`src/rtl/mcp3_arb004.sv`:
```
// ---------------------------------------------------------------------------
// mcp3_arb004 -- four-requester round-robin arbiter for the MCP3 AFU engine
// sequencers.
//
// One requester is granted at a time. The grant is held until the winner
// releases it by pulsing its done bit or by dropping its req bit. Every
// release is followed by one idle cycle before the next grant. The search
// for a winner starts at the priority pointer and wraps from 3 to 0. The
// pointer then rotates to the bit after the winner.
//
// Optional feature (compile-time macro MCP3_ARB004_TIMEOUT_EN):
//   A 16-bit hold counter forces a release after HOLD_LIMIT busy cycles
//   and sets the sticky timeout_err flag. Without the macro, no counter is
//   built and timeout_err is tied to 0.
//
// Parameters:
//   HOLD_LIMIT    maximum busy cycles per grant (1..65535), timeout build only
//
// Ports:
//   clock         rising-edge clock for all state
//   reset         synchronous, active-high reset
//   req[3:0]      level request per requester
//   done[3:0]     one-cycle release pulse; only the winner's bit is honoured
//   grant[3:0]    registered one-hot grant, or all zero
//   grant_valid   registered OR of grant
//   priority_ptr  registered one-hot pointer to the next highest-priority bit
//   timeout_err   sticky hold-timeout flag
//   state_dbg     FSM state for observation (0 = IDLE, 1 = BUSY)
//
// Handshake: req is a level. A requester keeps req high until it sees its
// grant bit. It holds req for as long as it wants the grant. It gives the
// grant back by pulsing done for one cycle or by dropping req; both together
// count as one release.
// ---------------------------------------------------------------------------
module mcp3_arb004 #(
  parameter int unsigned HOLD_LIMIT = 255
) (
  input  logic       clock,
  input  logic       reset,
  input  logic [3:0] req,
  input  logic [3:0] done,
  output logic [3:0] grant,
  output logic       grant_valid,
  output logic [3:0] priority_ptr,
  output logic       timeout_err,
  output logic       state_dbg
);

  typedef enum logic {IDLE = 1'b0, BUSY = 1'b1} state_t;

  // Reject an out-of-range hold limit at elaboration time.
  if (HOLD_LIMIT < 1 || HOLD_LIMIT > 65535) begin : g_bad_hold_limit
    $error("mcp3_arb004: HOLD_LIMIT out of range 1..65535");
  end

  state_t     state_q, state_d;
  logic [3:0] grant_q, grant_d;
  logic       grant_valid_q, grant_valid_d;
  logic [3:0] ptr_q, ptr_d;

  logic [3:0] pick;        // one-hot winner of the rotating search
  logic       norm_release; // winner's done pulse or req drop
  logic       hold_expire; // hold limit reached in BUSY
  logic       release_w;

  // Rotating priority search: start at the pointer bit, walk upward, wrap.
  always_comb begin
    logic [1:0] ptr_idx;
    logic [1:0] idx;
    logic       found;
    pick    = 4'b0000;
    ptr_idx = 2'd0;
    idx     = 2'd0;
    found   = 1'b0;
    for (int p = 0; p < 4; p++) begin
      if (ptr_q[p]) ptr_idx = 2'(p);
    end
    for (int k = 0; k < 4; k++) begin
      idx = ptr_idx + 2'(k);
      if (!found && req[idx]) begin
        pick[idx] = 1'b1;
        found     = 1'b1;
      end
    end
  end

  // grant_q holds the winner while BUSY, so masking with it selects only
  // the winner's done and req bits.
  assign norm_release = (|(grant_q & done)) | ~(|(grant_q & req));

`ifdef MCP3_ARB004_TIMEOUT_EN
  localparam logic [15:0] HOLD_LAST = 16'(HOLD_LIMIT - 1);

  logic [15:0] hold_cnt_q, hold_cnt_d;
  logic        timeout_err_q, timeout_err_d;

  // The counter is 0 on the first BUSY cycle. A value of HOLD_LIMIT-1
  // therefore marks the HOLD_LIMIT-th busy cycle.
  assign hold_expire = (state_q == BUSY) && (hold_cnt_q == HOLD_LAST);

  always_comb begin
    hold_cnt_d    = 16'd0;
    timeout_err_d = timeout_err_q;
    if (state_q == BUSY) begin
      hold_cnt_d = hold_cnt_q + 16'd1;
      // A normal release on the limit cycle wins and leaves the flag clear.
      if (hold_expire && !norm_release) timeout_err_d = 1'b1;
    end
  end

  always_ff @(posedge clock) begin
    if (reset) begin
      hold_cnt_q    <= 16'd0;
      timeout_err_q <= 1'b0;
    end else begin
      hold_cnt_q    <= hold_cnt_d;
      timeout_err_q <= timeout_err_d;
    end
  end

  assign timeout_err = timeout_err_q;
`else
  assign hold_expire = 1'b0;
  assign timeout_err = 1'b0;
`endif

  assign release_w = norm_release | hold_expire;

  // State register.
  always_ff @(posedge clock) begin
    if (reset) begin
      state_q       <= IDLE;
      grant_q       <= 4'b0000;
      grant_valid_q <= 1'b0;
      ptr_q         <= 4'b0001;
    end else begin
      state_q       <= state_d;
      grant_q       <= grant_d;
      grant_valid_q <= grant_valid_d;
      ptr_q         <= ptr_d;
    end
  end

  // Next-state logic.
  always_comb begin
    state_d = state_q;
    case (state_q)
      IDLE:    if (|req) state_d = BUSY;
      BUSY:    if (release_w) state_d = IDLE;
      default: state_d = IDLE;
    endcase
  end

  // Output / datapath logic.
  always_comb begin
    grant_d = grant_q;
    ptr_d   = ptr_q;
    case (state_q)
      IDLE: begin
        grant_d = 4'b0000;
        if (|req) begin
          grant_d = pick;
          // Rotate to the bit after the winner; winner 3 wraps to bit 0.
          ptr_d   = {pick[2:0], pick[3]};
        end
      end
      BUSY: begin
        if (release_w) grant_d = 4'b0000;
      end
      default: grant_d = 4'b0000;
    endcase
    grant_valid_d = |grant_d;
  end

  assign grant        = grant_q;
  assign grant_valid  = grant_valid_q;
  assign priority_ptr = ptr_q;
  assign state_dbg    = state_q;

endmodule

```
`config.mk`:
```
export PLATFORM = sky130hd
export DESIGN_NAME = mcp3_arb004
export DESIGN_NICKNAME = d
export VERILOG_FILES = /design/src/rtl/mcp3_arb004.sv
export SDC_FILE = /design/constraint.sdc
export NUM_CORES = 1
export LEC_CHECK = 0
export BUFFER_PORTS_ARGS = -buffer_cell sky130_fd_sc_hd__buf_4
export CAP_MARGIN = 5
export CORE_MARGIN = 5
export CORE_UTILIZATION = 45
export DETAILED_ROUTE_END_ITERATION = 12
export PLACE_DENSITY = 0.7
export RECOVER_POWER = 50
export SLEW_MARGIN = 20
export SYNTH_ARGS = -nofsm -noshare
export SYNTH_HDL_FRONTEND = slang
export SYNTH_SLANG_ARGS = --single-unit
export TNS_END_PERCENT = 50
```
`constraint.sdc`:
```
create_clock -name clock -period 1.8 [get_ports clock]
set_input_delay 0.09 -clock clock [delete_from_list [all_inputs] [get_ports clock]]
set_output_delay 0.09 -clock clock [all_outputs]
set_load 0.1 [all_outputs]
```
==> metrics <==
post-CTS setup buffer count=0; flop-to-flop setup slack=0.21 ns; Starting Density=47.1%; final setup fails=0; Synth top area share=24.9%; DRC errors left=0; Post-CTS Hold Buffers=0; drt via density=6.03; io pins=21; grt ovf=0; first-pass iteration count of the detailed router=4; Final Max Slew Viols=0; Clock Sink Count=10; leakage=0.377 nW; critical path arrival=1.74 ns; ratio of cells with drive above 1 in the final layout=a little under two fifths; GPL Wtd Cong=0.854; hold slack=0.0525 ns; vias in the first global route=around 730; register area share after synthesis=between 20 and 25%; Fin Setup TNS=0 ns; status=completed; Synth cell types=46; global routing usage on met2=24.2%; Syn Inst Count=96; Crit-path slowest cell=dfxtp_2; CTS Buf Count=3; final core utilization=54.2%; P&R area growth vs syn=15.1%; Die X-Extent=about 52 um; routed len/inst=14.9 um; Largest stage delay, worst path=0.53 ns; max-cap check violation count=0; number of synthesized flops with an enable pin=0; f_max=0.628 GHz; RSZ-0062 raised after global routing=no; area leader, netlist=dfxtp_1; post-detail-place hpwl=1.47 mm; Synth Cell Area=between 800 and 900 um^2; Hold Crit Class=in2reg; Post-CTS Resized=0; ANT cells=0; GR Util All Layers=16.3%; Layout Skew=0.00182 ns; worst-margin pin slew=0.543 ns; Yosys reg bits=10; CP required=1.94 ns; nets=121; Synth Flop Type=dfxtp_1; Most Used Layer, Global Route=met2; # rows=15; PD cells=1050 nW/um^2; met3 GRT Util=5.13%; met1 usage=21.8%; Iteration-0 DRC Markers=24; Setup CP Type=reg2reg; crit start category=register; Yosys warning count=0; initial antenna violation count=0; Max VDD drop=0.000494 V; Max-slew headroom=63.9%; Design Power=0.000972 W; die area=2730 um^2; first-pass GRT wire length=between 3 and 4 mm; Clock Latency Late Sink=about 0.26 ns; Synth area leaders=dfxtp_1 25%, nand2_1 5.1%, a22o_1 3.3%; total detailed-routing wirelength=roughly 2 mm; Post-synth ARST share=0%; CP max FO=14; crit end category=register; Core Area=1710 um^2; crit path cell chain=nor2b_1 -> o31ai_4 -> a32o_2 -> a32oi_1 -> o21ai_1; Hold Violations, Final=0; Final Cycle Share=88.4%; deepest clock path buffer count=2; CTS root buf=clkbuf_4; vias after detailed routing=808; Avg Synthesized Cell Area=8.38 um^2; Fillers=170; Reg clk slew, reported paths=0.06 ns; largest net degree at the start of global routing=15; syn nets=106; CTS tree=done; Post-DRT Antenna Nets=0; fin crit period=1.59 ns; PortBufs=19; H-tree levels=1; Die Height=52.3 um
## worst max-delay path: cells and delay by family (launching register included)
kind | cells | cell delay (ns)
and+or+nand+nor | 1 | 0.27
DFF | 1 | 0.53
AOI/OAI and AO/OA | 4 | 0.69
## synth_stat cells (2+ instances only)
cell type and count:
a22o_1 3, a32oi_1 2, nor2_1 6, nand3b_1 2, o21ai_1 4, nand2_1 11
a21oi_1 5, buf_6 2, nor2b_1 4, buf_4 2, nor4_2 2, and3b_1 2
dfxtp_1 10, buf_2 5, nor3_1 5
## per-stage QoR
stage                     instances  instance area [um^2]  worst slack [ns]
after floorplan                  96                   810         0.0000860
after global placement          131                   923             0.270
after detailed placement        131                   923             0.225
after CTS                       134                   946             0.207
after global routing            134                   926            0.0959
final                           134                   926             0.208
## kinds of logic (layout without fill, tap and decap cells)
group	Yosys count	after routing	share of synthesized area [%]
and+or+nand+nor	44	44	35.0
AOI/OAI and AO/OA	27	27	27.4
muxes	2	2	2.95
buffers and inverters	12	25	9.33
other	1	1	0.466
DFF	10	10	24.9
## final cells by class
class,instances,area [um^2],share of cell area [%]
inverter,2,7.51,0.811
multi-input combinational,74,529,57.2
tap,25,31.3,3.38
sequential,10,205,22.2
clock buffer,3,22.5,2.43
timing repair buffer,20,130,14.1
## report_power, final
part           switching (W)  internal (W)
combinational       0.000362      0.000151
sequential         0.0000597      0.000255
clock              0.0000673     0.0000768
## final timing paths
path | start | endpoint | cells after the start
setup / recovery | priority_ptr[2] | grant[2] | 5
hold / removal | reset | priority_ptr[3] | 2
setup reg to reg | priority_ptr[2] | grant[2] | 5
hold reg to reg | grant[0] | grant[0] | 2
## state kept, by name, summed over array words and instances (netlist names)
name          flops
grant             4
priority_ptr      4
grant_valid       1
state_dbg         1
## layer usage
layer	share of wire (%)	vias up
met4	0.50	0
met1	47	385
met3	7.8	2
li1	-	382
met2	45	39
met5	0	-
## cell usage in the layout, fill, tap and decap left out, types with 2 or more instances in the layout
cell type  netlist  routed
buf_4            2      12
nand2_1         11      11
clkbuf_2         1       8
nor2_1           6       6
dfxtp_1         10       6
a21oi_1          5       5
nor3_1           5       5
nor2b_1          4       4
o21ai_1          4       4
dfxtp_2          0       4
a22o_1           3       3
clkbuf_4         0       3
nor4_2           2       2
and3b_1          2       2
nand3b_1         2       2
a32oi_1          2       2
No activity file was read; power rests on OpenSTA's default activity.
